==> config.mk <==
export PLATFORM = sky130hd
export DESIGN_NAME = mmt_result_packer
export DESIGN_NICKNAME = d
export VERILOG_FILES = /design/src/rtl/mmt_result_packer.sv
export SDC_FILE = /design/constraint.sdc
export NUM_CORES = 1
export LEC_CHECK = 0
export ABC_AREA = 1
export CAP_MARGIN = 15
export CORE_ASPECT_RATIO = 1.75
export CORE_UTILIZATION = 40
export CTS_BUF_LIST = sky130_fd_sc_hd__clkbuf_8
export DETAILED_ROUTE_END_ITERATION = 8
export PLACE_DENSITY = 0.63
export SLEW_MARGIN = 10
export SYNTH_ARGS = -nofsm -noshare
export SYNTH_HDL_FRONTEND = slang
export SYNTH_SLANG_ARGS = --single-unit
==> constraint.sdc <==
create_clock -name clk -period 11.4 [get_ports clk]
set_input_delay 2.28 -clock clk [delete_from_list [all_inputs] [get_ports clk]]
set_output_delay 2.28 -clock clk [all_outputs]
set_load 0.01 [all_outputs]
==> src/rtl/mmt_result_packer.sv <==
// Buffers single-cycle signed engine results in a small FIFO and re-emits each one
// as a sign-extended, LSB-first byte burst over a ready/valid byte channel.
module mmt_result_packer #(
    parameter int IN_W   = 50,
    parameter int OUT_W  = 8,
    parameter int DEPTH  = 4,
    parameter int NBYTES = 7
) (
    input  logic                       clk,
    input  logic                       rst_n,
    input  logic                       in_valid,
    input  logic [IN_W-1:0]            in_value,
    input  logic                       flush,
    output logic                       out_valid,
    output logic [OUT_W-1:0]           out_byte,
    output logic                       out_last,
    input  logic                       out_ready,
    output logic [$clog2(DEPTH):0]     fifo_cnt,
    output logic [7:0]                 drop_cnt
);

    localparam int WW    = NBYTES * OUT_W;
    localparam int PTR_W = $clog2(DEPTH);
    localparam int CW    = PTR_W + 1;
    localparam int BW    = $clog2(NBYTES);
    localparam logic [CW-1:0] FULL     = CW'(DEPTH);
    localparam logic [BW-1:0] LAST_IDX = BW'(NBYTES - 1);

    typedef enum logic {EMPTY, SEND} state_t;

    state_t           state;
    logic [WW-1:0]    mem [DEPTH];
    logic [PTR_W-1:0] wr_ptr;
    logic [PTR_W-1:0] rd_ptr;
    logic [CW-1:0]    count;
    logic [CW-1:0]    count_next;
    logic [BW-1:0]    bidx;
    logic [WW-1:0]    ext_word;
    logic [OUT_W-1:0] head_bytes [NBYTES];
    logic             xfer;
    logic             pop;
    logic             push;
    logic             drop;

    assign ext_word = {{(WW - IN_W){in_value[IN_W-1]}}, in_value};

    // A full FIFO still accepts a result when the head is popped on the same edge.
    always_comb begin
        xfer = (state == SEND) && out_ready;
        pop  = xfer && (bidx == LAST_IDX);
        push = in_valid && !flush && ((count != FULL) || pop);
        drop = in_valid && !flush && (count == FULL) && !pop;
        count_next = count;
        if (push && !pop)
            count_next = count + CW'(1);
        else if (pop && !push)
            count_next = count - CW'(1);
    end

    always_ff @(posedge clk or negedge rst_n) begin
        if (!rst_n) begin
            state    <= EMPTY;
            wr_ptr   <= '0;
            rd_ptr   <= '0;
            count    <= '0;
            bidx     <= '0;
            drop_cnt <= '0;
        end else if (flush) begin
            state  <= EMPTY;
            wr_ptr <= '0;
            rd_ptr <= '0;
            count  <= '0;
            bidx   <= '0;
        end else begin
            if (push)
                wr_ptr <= wr_ptr + PTR_W'(1);
            if (pop) begin
                rd_ptr <= rd_ptr + PTR_W'(1);
                bidx   <= '0;
            end else if (xfer) begin
                bidx <= bidx + BW'(1);
            end
            count <= count_next;
            state <= (count_next == '0) ? EMPTY : SEND;
            if (drop && (drop_cnt != 8'hFF))
                drop_cnt <= drop_cnt + 8'd1;
        end
    end

    always_ff @(posedge clk) begin
        if (push)
            mem[wr_ptr] <= ext_word;
    end

    always_comb begin
        for (int i = 0; i < NBYTES; i++)
            head_bytes[i] = mem[rd_ptr][i*OUT_W +: OUT_W];
    end

    assign out_valid = (state == SEND);
    assign out_byte  = (state == SEND) ? head_bytes[bidx] : '0;
    assign out_last  = (state == SEND) && (bidx == LAST_IDX);
    assign fifo_cnt  = count;

endmodule

# ---- Word-level counts from Yosys, hierarchy flattened
# Memory sizes are Yosys's and may differ from the RTL's.
# Cells that the tools add are included.
dict set report word_totals {
  ram_bits 224
  mem_count 1
  out_inout_bits 21
  wordCells 57
  register_bits 19
  in_bits 55
}
# name words width read_ports rd_ports_with_merged_regs write_ports line_no
set mem_list {}
lappend mem_list {mem 4 56 1 0 1 32} ;# logic [WW-1:0] mem [DEPTH];
dict set report classes {
  n_addsub 6
  n_eq_ne 4
  n_mux 18
  reduce_logical 19
  n_bitwise 2
  n_lt_le_gt_ge 1
}
# operator count
set ops {}
lappend ops {{$bmux W8 S3} 1}
lappend ops {{$mux W8} 3}
lappend ops {{$mux W3} 6}
lappend ops {{$logic_and A1 B1 Y1} 10}
lappend ops {{$add A8 B1 Y8 const B} 1}
lappend ops {{$mux W2} 4}
lappend ops {{$ne A8 B8 Y1 const B} 1}
lappend ops {{$add A3 B1 Y3 const B} 2}
lappend ops {{$eq A3 B3 Y1 const B} 2}
lappend ops {{$add A2 B1 Y2 const B} 2}
lappend ops {{$ge A4 B4 Y1 const B} 1}
lappend ops {{$mux W1} 4}
lappend ops {{$not A3 Y4} 1}
lappend ops {{$reduce_bool A2 Y1} 2}
lappend ops {{$logic_not A1 Y1} 3}
lappend ops {{$logic_not A3 Y1} 1}
lappend ops {{$ne A3 B3 Y1 const B} 1}
lappend ops {{$reduce_bool A3 Y1} 1}
lappend ops {{$sub A3 B1 Y3 const B} 1}
lappend ops {{$reduce_and A2 Y1} 1}
lappend ops {{$logic_or A1 B1 Y1} 1}
lappend ops {{$not A1 Y1} 1}

# ---- Depth between registers and ports, before layout
# Gate-level depths: netlist of the first run.
dict set report logic_depth {
  word_depth 11
  ltp_mapped 12
  depth_no_buf 10
}

# ---- Least setup slack after synthesis of the first run
# No wires, ideal clock.
dict set report synth_path {
  path_kind {input to register}
  start {input flush}
  end {memory mem[0][0] (netlist bit), enable pin}
  required_time_ns 10.942
  path_slack_ns 6.075
  path_buffers 0
  cell_stages 5
  arrival_time_ns 4.867
  path_cell_list {inv_2 -> nand2_1 -> a21oi_2 -> inv_1 -> nor2_1}
}
dict set report synth_between {
  elab_chain_len 5
}
# element line_no
set synth_lines {}
lappend synth_lines {{start: declaration} 13} ;# input logic flush,
lappend synth_lines {{$logic_not A1 Y1} 51} ;# push = in_valid && !flush && ((count != FULL) || pop);
lappend synth_lines {{$logic_and A1 B1 Y1 (2 in a row)} 51}
lappend synth_lines {{$mux W1} 91} ;# if (push)
lappend synth_lines {{$mux W1 (implied by the code)} 92} ;# mem[wr_ptr] <= ext_word;
lappend synth_lines {{end: declaration} 32}
# Every way passes these cells.

# ---- Final worst setup path of the first run
dict set report layout_path {
  start {register rd_ptr[0]}
  end {output out_byte[5]}
}
dict set report layout_between {
  elab_chain_len 5
}
# element line_no
set layout_lines {}
lappend layout_lines {{start: declaration} 34} ;# logic [PTR_W-1:0] rd_ptr;
lappend layout_lines {{start signal: assignment} 78} ;# rd_ptr <= rd_ptr + PTR_W'(1);
lappend layout_lines {{$mem_v2 Z4 W56} n/a}
lappend layout_lines {{$bmux W8 S3} 101} ;# assign out_byte = (state == SEND) ? head_bytes[bidx] : '0;
lappend layout_lines {{$mux W8 (implied by the code) (2 in a row)} 101}
lappend layout_lines {{$mux W8} 101}
lappend layout_lines {{end: declaration} 15} ;# output logic [OUT_W-1:0] out_byte,
# Every way passes these cells. The select of a mux whose other input is x is not followed.

==> results of run 1 <==
==> layer usage <==
| metal | up-vias | wire, um |
|---|---|---|
| li1 | 3204 | - |
| met1 | 3081 | 8150 |
| met2 | 173 | 11900 |
| met3 | 35 | 1280 |
| met4 | 0 | 598 |
| met5 | - | 0 |
==> layout make-up <==
class	count	area, um^2
tap	304	380
clock buffer	37	509
multi-input combinational	552	2470
clock inverter	21	198
fill	2154	12200
timing repair buffer	83	811
sequential	219	6480
inverter	129	484
==> worst min-delay path, delay by kind of cell, from the launching register on <==
kind	cells	cell delay, ns
and+or+nand+nor	2	0.12
DFF	1	0.39
==> sequential cells by signal, indices dropped and copies added (netlist names) <==
signal and count:
bidx 3, drop_cnt 8, fifo_cnt 3, mem 200, out_valid 1, rd_ptr 2, wr_ptr 2
==> kinds of logic (layout without fill, tap and decap cells) <==
| group | Yosys count | count (layout) | share of synthesized area [%] |
|---|---|---|---|
| buf+inv | 167 | 270 | 7.38 |
| flops | 219 | 219 | 67.3 |
| compound gates | 24 | 24 | 1.39 |
| fa+ha+maj | 10 | 10 | 1.30 |
| simple gates | 510 | 510 | 21.9 |
| xor+xnor | 8 | 8 | 0.728 |
==> through the flow <==
step	power [mW]	cells
2_1_floorplan	1.02	938
3_3_place_gp	1.11	1287
3_5_place_dp	1.11	1287
4_1_cts	1.79	1345
5_1_grt	1.84	1345
6_report	1.77	1345
==> cells in the final DEF (no fill, tap or decap) <==
cell	n
clkdlybuf4s50_1	75
nor2_1	37
o211ai_1	1
nor3_1	2
nand3_1	125
o21ai_0	6
nand3b_1	1
xnor2_1	3
ha_1	10
a21oi_1	11
nor2_2	3
xor2_1	5
clkinv_2	2
nor3_2	1
dfrtp_2	2
nand2_2	2
o32ai_1	1
nand2_4	1
clkinvlp_4	3
clkbuf_8	37
a22o_1	1
inv_2	6
nand2_1	332
bufinv_16	4
clkinv_1	8
dfrtp_1	17
buf_4	8
nor2_4	4
o21ai_1	3
a21oi_2	1
inv_1	127
edfxtp_1	200
nand4_1	2
==> where the power goes <==
group | internal (mW) | switching, mW | total [mW]
clock | 0.386 | 0.298 | 0.684
combinational | 0.0693 | 0.0900 | 0.159
sequential | 0.912 | 0.0183 | 0.930
total | 1.37 | 0.406 | 1.77
==> path summary, 6_finish.rpt <==
check / startpoint / end / slack [ns] / cells after the start
max: rd_ptr[0] / out_byte[5] / 5.10 / 11
min: drop_cnt[4] / drop_cnt[4] / 0.53 / 2
max reg2reg: bidx[0] / mem[2][5] / 8.47 / 9
min reg2reg: drop_cnt[4] / drop_cnt[4] / 0.53 / 2
max in group asynchronous: rst_n / rd_ptr[1] / 8.54 / 1
min in group asynchronous: rst_n / drop_cnt[3] / 2.22 / 1
==> metrics, run 1 <==
GRT Residual Overflow=0; RSZ-0062 raised after global routing=no; LEAKAGE=4.75 nW; row cnt=74; first-pass GRT wire length=34.6 mm; Critical Path AT=4.02 ns; pin count of the biggest net entering global routing=59; n_diodes=0; GR Util met3=2.83%; worst hold slack=0.529 ns; CTS tree=yes; clock sink count=219; met2 usage in global routing=33.4%; Clock Tree Buf Depth=3; die width=119 um; Peak Freq=159 MHz; initial drt markers=412; fin worst setup slack=5.10 ns; slowest stage delay, CP=0.78 ns; HPWL after detailed placement=13.4 mm; IO buf count=75; Netlist cell types=30; Syn. warnings=0; Synth area leader=edfxtp_1; placed cell areas=10600 um^2; status=finished clean; most frequent CP cell=nand2_1; GRT busiest layer=met2; worst-path cell chain=inv_2 > buf_4 > nand2_1 > nand2_1 > nand2_1 > nand2_1 > nand2_1 > nand3_1 > nor2_1 > nor2_1 > clkdlybuf4s50_1; # hold bufs at CTS=0; PD cells=157 nW/um^2; Mean Syn Cell Area=10.3 um^2; fin. max-slew vios=0; final wirelength=21.9 mm; Post-Syn Area=9630 um^2; Clock Latency Late Sink=0.58 ns; worst rel slew slack=37.7%; Max Cap Violations=0; Setup Viol. Count Final=0; Syn Nets=1003; buffers and inverters on the worst path=3; Total Routing Usage GR=18.2%; ys flop type=edfxtp_1; minimum clock period=6.30 ns; Core Area=23500 um^2; Util after Layout=48.2%; routability congestion estimate=0.809; Slew @ Worst Pin=0.932 ns; Post-CTS Setup Repair Bufs=0; Synth-to-Final Area Change=17.7%; vias=6493; layout cell share with drive strength beyond 1=7.11%; # resized after CTS=0; delay-heaviest family, CP=buffers and inverters; CP Capture Type=output pin; most frequent cells after synthesis=332 x nand2_1, 200 x edfxtp_1, 125 x nand3_1; post-synthesis sequential area ratio=67.3%; initial antenna violation count=0; Final Cycle Share=55.2%; CTS H-tree lvls=1; Worst path slowest cell=inv_2; top cell type's share of synthesized area=62.4%; met1 Use GR=20.8%; final hold viol count=0; skew final=0.0167 ns; first-pass detailed-route iteration total=6; Post-Route Setup TNS=0 ns; IO Count=76; number of remaining DRC errors=0; Critical Path RT=9.12 ns; Root Buffer=clkbuf_8; pre-CTS setup slack=5.68 ns; EDFF count, synth=200; Nets=1081; most frequent cell after synthesis=nand2_1; vias in the first global route=6574; routed vias/inst=4.83; DRT antenna net count=0; initial core utilization=40.9%; final std cell area, no fill=11300 um^2; worst min-delay path class=register to register; crit path kind=register to output pin; WL/cell=16.3 um; Mapped Cells=938; Seq cells post-synth=219; Die Span Y=207 um; clock-pin slew on the worst setup and hold paths=0.07 ns; CP Launch Type=register; share of flip-flops with an asynchronous set or reset=8.68%; crit-path max FO=52; Peak VDD IR=95.7 uV; Die ar.=24700 um^2; Synth area leaders=edfxtp_1 62%, nand2_1 13%, nand3_1 6.5%, dfrtp_1 4.9%, inv_1 4.7%; Num CTS Buffers=31
No activity file was read; power rests on OpenSTA's default activity.
==> run 2: changes to the inputs <==
==> constraint.sdc (replaced) <==
create_clock -name clk -period 6.4 [get_ports clk]
set_input_delay 1.28 -clock clk [delete_from_list [all_inputs] [get_ports clk]]
set_output_delay 1.28 -clock clk [all_outputs]
set_load 0.01 [all_outputs]
==> run 2 against run 1 <==
Net effect: final cell count shrank 0.15%; die area unchanged; power rose by 69%; first-iteration DRC count shrank 16%; critical path type unchanged; critical endpoint is now out_byte[0]; largest cell class unchanged.
==> metrics, run 2 (synthesized netlist as in run 1, its figures left out) <==
status=finished clean; placed cell areas=10600 um^2 (+0.12%); n_diodes=0 (unchanged); PD cells=267 nW/um^2 (+71%); worst hold slack=0.534 ns (+0.00563 ns); sequential cell area=6480 um^2 (unchanged); initial drt markers=348 (-16%); WL/cell=16.3 um (about the same); Die Span Y=207 um (unchanged); Slew @ Worst Pin=0.946 ns (+0.0140 ns); # hold bufs at CTS=0 (unchanged); Critical Path AT=3.57 ns (-0.45 ns); most frequent cells in the layout=332 x nand2_1, 200 x edfxtp_1, 131 x inv_1; Clock Tree Buf Depth=3 (unchanged); initial core utilization=40.9% (unchanged); first-pass GRT wire length=34.6 mm (about the same); DRT antenna net count=0 (unchanged); Clock Latency Late Sink=0.58 ns (about the same); clock-pin slew on the worst setup and hold paths=0.07 ns (about the same); Reg2Reg Launch Point=bidx[0]; fin worst setup slack=1.55 ns (-3.55 ns); Post-Route Setup TNS=0 ns (unchanged); first-pass detailed-route iteration total=5 (-1); minimum clock period=4.85 ns; Peak Freq=206 MHz; initial antenna violation count=0 (unchanged); Max Cap Violations=0 (unchanged); CTS H-tree lvls=1 (unchanged); footprint of the multi-input gates=2470 um^2 (unchanged); Root Buffer=clkbuf_8; crit-path max FO=60 (+15%); commonest non-fill, non-tap cell in the layout=nand2_1; number of fillers in the final layout=2236 (+3.8%); Peak VDD IR=150 uV (+57%); HPWL after detailed placement=13.4 mm (+0.13%); final hold viol count=0 (unchanged); Post-CTS Setup Repair Bufs=0 (unchanged); final wirelength=21.9 mm (about the same); RSZ-0062 raised after global routing=no; crit path kind=register to output pin; die width=119 um (unchanged); Nets=1080 (-0.093%); fin. max-slew vios=0 (unchanged); biggest registers after layout=mem (200), drop_cnt (8); number of flip-flops in the largest register=200 (unchanged); Core Area=23500 um^2 (unchanged); CP Launch Type=register; pre-CTS setup slack=2.11 ns (-3.57 ns); routed vias/inst=4.84 (+0.27%); IO Count=76 (unchanged); Power Total=3.00 mW (+69%); Synth-to-Final Area Change=16.8%; # resized after CTS=0 (unchanged); crit path launch=rd_ptr[0]; clock sink count=219 (unchanged); largest reg by FF count=mem; CTS tree=yes; Setup Viol. Count Final=0 (unchanged); CP Capture Type=output pin; pin count of the biggest net entering global routing=67 (+14%); row cnt=74 (unchanged); min-delay src=drop_cnt[4]; vias in the first global route=6569 (-0.076%); number of remaining DRC errors=0 (unchanged); layout cell share with drive strength beyond 1=7.03% (-0.083 points); Critical Path RT=5.12 ns (-4.00 ns); Final Cycle Share=75.7%; vias=6501 (+0.12%); IO buf count=75 (unchanged); final std cell area, no fill=11200 um^2 (-0.75%); GRT Residual Overflow=0 (unchanged); Die ar.=24700 um^2 (unchanged); routability congestion estimate=0.769 (-4.9%); skew final=0.0194 ns (+0.00265 ns); worst rel slew slack=36.7% (-0.93 points); LEAKAGE=4.74 nW (-0.22%); Num CTS Buffers=30 (-3.2%); worst min-delay path class=register to register; Total Routing Usage GR=18.3% (about the same)
-- run 2: changes by cell type in the layout (fill, tap and decap cells not counted) --
cell	previous run	this run
clkinv_1	8	3
clkinv_2	2	7
inv_1	127	131
bufinv_16	4	1
clkinvlp_4	3	1
buf_12	0	1
buf_4	8	7
clkbuf_8	37	36
-- run 2: critical path: stages (launching register included) --
cell and delay [ns]:
dfrtp_2 0.65, inv_2 0.65, buf_12 0.35, nand2_1 0.09
nand2_1 0.07, nand2_1 0.05, nand3_1 0.10, nand3_1 0.15
nand2_1 0.10, nand2_1 0.05, nor2_1 0.15, clkdlybuf4s50_1 0.55
-- run 2: path summary, 6_finish.rpt --
path                               end  slack, ns  cells after the start
max                        out_byte[0]       1.55                     11
max reg2reg                 mem[1][26]       3.00                     10
min reg2reg                drop_cnt[4]       0.53                      2
max in group asynchronous    rd_ptr[1]       4.52                      1
min                        drop_cnt[4]       0.53                      2
min in group asynchronous  drop_cnt[2]       1.23                      1
-- run 2: stage by stage --
step / util (%) / std cells
after global placement: 45.2 / 1287
after CTS: 47.8 / 1343
after floorplan: - / 938
after global routing: 47.8 / 1343
after detailed placement: 45.2 / 1287
final: 47.8 / 1343
-- run 2: where the power goes --
group,switching [mW],internal (mW),total (mW)
clock,0.511,0.551,1.06
combinational,0.161,0.123,0.284
sequential,0.0328,1.62,1.66
-- run 2: metal layers --
layer | track usage [%] | vias to the layer above | share of wire, %
met5 | 0 | - | 0
met4 | 8.08 | 0 | 3.5
met3 | 2.77 | 49 | 5.8
met2 | 33.7 | 164 | 53
met1 | 20.4 | 3095 | 37
li1 | - | 3193 | -
-- run 2: area by class of cell --
class,count,area share [%]
timing repair buffer,83,7.32
clock buffer,36,4.40
multi-input combinational,552,21.9
clock inverter,20,1.01
inverter,129,4.30
sequential,219,57.6
tap,304,3.38
==> run 3: changes to the inputs <==
--- a/config.mk
+++ b/config.mk
@@ -11,7 +11,7 @@
 export CORE_UTILIZATION = 40
 export CTS_BUF_LIST = sky130_fd_sc_hd__clkbuf_8
 export DETAILED_ROUTE_END_ITERATION = 8
-export PLACE_DENSITY = 0.63
+export PLACE_DENSITY = 0.66
 export SLEW_MARGIN = 10
 export SYNTH_ARGS = -nofsm -noshare
 export SYNTH_HDL_FRONTEND = slang
==> constraint.sdc (replaced) <==
create_clock -name clk -period 4.4 [get_ports clk]
set_input_delay 0.88 -clock clk [delete_from_list [all_inputs] [get_ports clk]]
set_output_delay 0.88 -clock clk [all_outputs]
set_load 0.01 [all_outputs]
==> run 3 against run 2 <==
Net effect: critical endpoint unchanged; critical path type unchanged; global-route usage shrank 0.40 points; clock-buffer cell count unchanged; largest cell class unchanged; non-clock buffer count is 4 higher; flip-flop and latch count unchanged; first-iteration DRC count rose by 26%; register-to-register slack got worse by 1.9 ns; worst hold slack worse by 0.00083 ns; design area up 0.41%; sequential power grew 45%.
==> metrics, run 3 (synthesized netlist as in run 1, its figures left out) <==
status=finished clean; Max Cap Violations=0 (unchanged); crit path kind=register to output pin; most frequent cells in the layout=332 x nand2_1, 200 x edfxtp_1, 132 x inv_1; Critical Path RT=3.52 ns (-1.60 ns); Peak VDD IR=197 uV (+32%); Final Cycle Share=88.8%; met2 wire len=11.3 mm (-3.4%); biggest registers after layout=mem (200), drop_cnt (8); min-delay src=drop_cnt[4]; GRT Residual Overflow=0 (unchanged); worst-path cell chain=clkinv_1 > buf_4 > nand3_1 > nand3_1 > nand2_1 > nand2_1 > nor2_1 > clkdlybuf4s50_1; LEAKAGE=4.76 nW (+0.27%); sequential power share=56.0% (+0.8 points); initial drt markers=437 (+26%); IO Count=76 (unchanged); vias=6499 (-0.031%); clock-pin slew on the worst setup and hold paths=0.06 ns (about the same); Post-Route Setup TNS=0 ns (unchanged); layout cell share with drive strength beyond 1=7.18% (+0.16 points); CP Launch Type=register; pre-CTS setup slack=1.04 ns (-1.07 ns); CTS tree=yes; largest reg by FF count=mem; Critical Path AT=3.03 ns (-0.54 ns); # hold bufs at CTS=0 (unchanged); worst hold slack=0.533 ns (-0.000828 ns); met3 WL post-DR=1.20 mm (-4.8%); number of fillers in the final layout=2154 (-3.7%); routability congestion estimate=0.762 (-0.90%); Clock Tree Buf Depth=3 (unchanged); sw frac=23.8% (+0.33 points); first-pass GRT wire length=34.2 mm (-1.2%); Peak Freq=256 MHz; slowest stage delay, CP=0.91 ns (+0.26 ns); CP Capture Type=output pin; CTS H-tree lvls=1 (unchanged); Root Buffer=clkbuf_8; worst min-delay path class=register to register; clock share of power=34.6% (-0.8 points); Met1 Wirelength=8.40 mm (+2.6%); pin count of the biggest net entering global routing=102 (+52%); first-pass detailed-route iteration total=5 (unchanged); Die ar.=24700 um^2 (unchanged); Comb power frac=9.5% (about the same); clock sink count=219 (unchanged); die width=119 um (unchanged); number of flip-flops in the largest register=200 (unchanged); PD cells=382 nW/um^2 (+43%); number of remaining DRC errors=0 (unchanged); HPWL after detailed placement=13.4 mm (-0.23%); final wirelength=21.6 mm (-1.4%); fin. max-slew vios=0 (unchanged); Reg2Reg Launch Point=bidx[0]; Worst R2R Path Depth=10 (unchanged); initial antenna violation count=0 (unchanged); Clock Latency Late Sink=0.59 ns (about the same); skew final=0.0251 ns (+0.00577 ns); Setup Viol. Count Final=0 (unchanged); row cnt=74 (unchanged); Slew @ Worst Pin=0.890 ns (-0.0567 ns); hold depth=2 (unchanged); IO buf count=75 (unchanged); n_diodes=0 (unchanged); Nets=1085 (+0.46%); Power Total=4.32 mW (+44%); Total Routing Usage GR=17.9% (-0.40 points); Power Internal=3.29 mW (+43%); Num CTS Buffers=31 (+3.3%); worst rel slew slack=40.5% (+3.8 points); Sw Pwr=1.03 mW (+46%); # resized after CTS=0 (unchanged); Post-CTS Setup Repair Bufs=0 (unchanged); RSZ-0062 raised after global routing=no; Synth-to-Final Area Change=17.3%; vias in the first global route=6419 (-2.3%); DR top layer=met4; final hold viol count=0 (unchanged); minimum clock period=3.91 ns; WL/cell=16.0 um (-1.8%); crit-path max FO=20 (-67%); Worst path slowest cell=dfrtp_1; crit path launch=bidx[0]; fin worst setup slack=0.491 ns (-1.06 ns); Die Span Y=207 um (unchanged); initial core utilization=40.9% (unchanged); Core Area=23500 um^2 (unchanged); commonest non-fill, non-tap cell in the layout=nand2_1; DRT antenna net count=0 (unchanged); routed vias/inst=4.82 (-0.40%)
run 3: power by group through the flow:
stage                     combinational [mW]  clock, mW  sequential, mW
after floorplan                        0.196          0            2.45
after global placement                 0.407          0            2.46
after detailed placement               0.411          0            2.46
after CTS                              0.414       1.52            2.41
after global routing                   0.456       1.61            2.42
final                                  0.409       1.49            2.41
run 3: area by class of cell:
type | instances | area, um^2 | share of cell area [%]
sequential | 219 | 6480 | 57.4
multi-input combinational | 552 | 2470 | 21.8
timing repair buffer | 87 | 891 | 7.89
clock buffer | 36 | 495 | 4.39
inverter | 129 | 484 | 4.29
tap | 304 | 380 | 3.37
clock inverter | 21 | 92.6 | 0.820
run 3: per-layer routing:
metal,global-route usage (%),vias up
met5,0,-
met4,7.73,0
met3,3.10,40
met2,32.0,175
met1,20.6,3078
li1,-,3206
run 3: through the flow:
step / cell area [um^2] / cells / utilization [%]
floorplan: 9630 / 938 / -
global placement: 10700 / 1291 / 45.5
detailed placement: 10700 / 1291 / 45.5
CTS: 11300 / 1348 / 48.0
global route: 11300 / 1348 / 48.0
finish: 11300 / 1348 / 48.0
run 3: final timing paths:
path | to | slack, ns
setup reg to reg | mem[2][15] | 1.10
setup / recovery | out_byte[0] | 0.49
max in group asynchronous | rd_ptr[1] | 2.99
hold reg to reg | drop_cnt[4] | 0.53
hold / removal | drop_cnt[4] | 0.53
min in group asynchronous | drop_cnt[3] | 0.79
run 3: worst max-delay path, delay by kind of cell, from the launching register on:
family,cells,cell delay (ns)
buffers and inverters,3,0.99
flip-flops,1,0.91
AND/OR/NAND/NOR,5,0.53
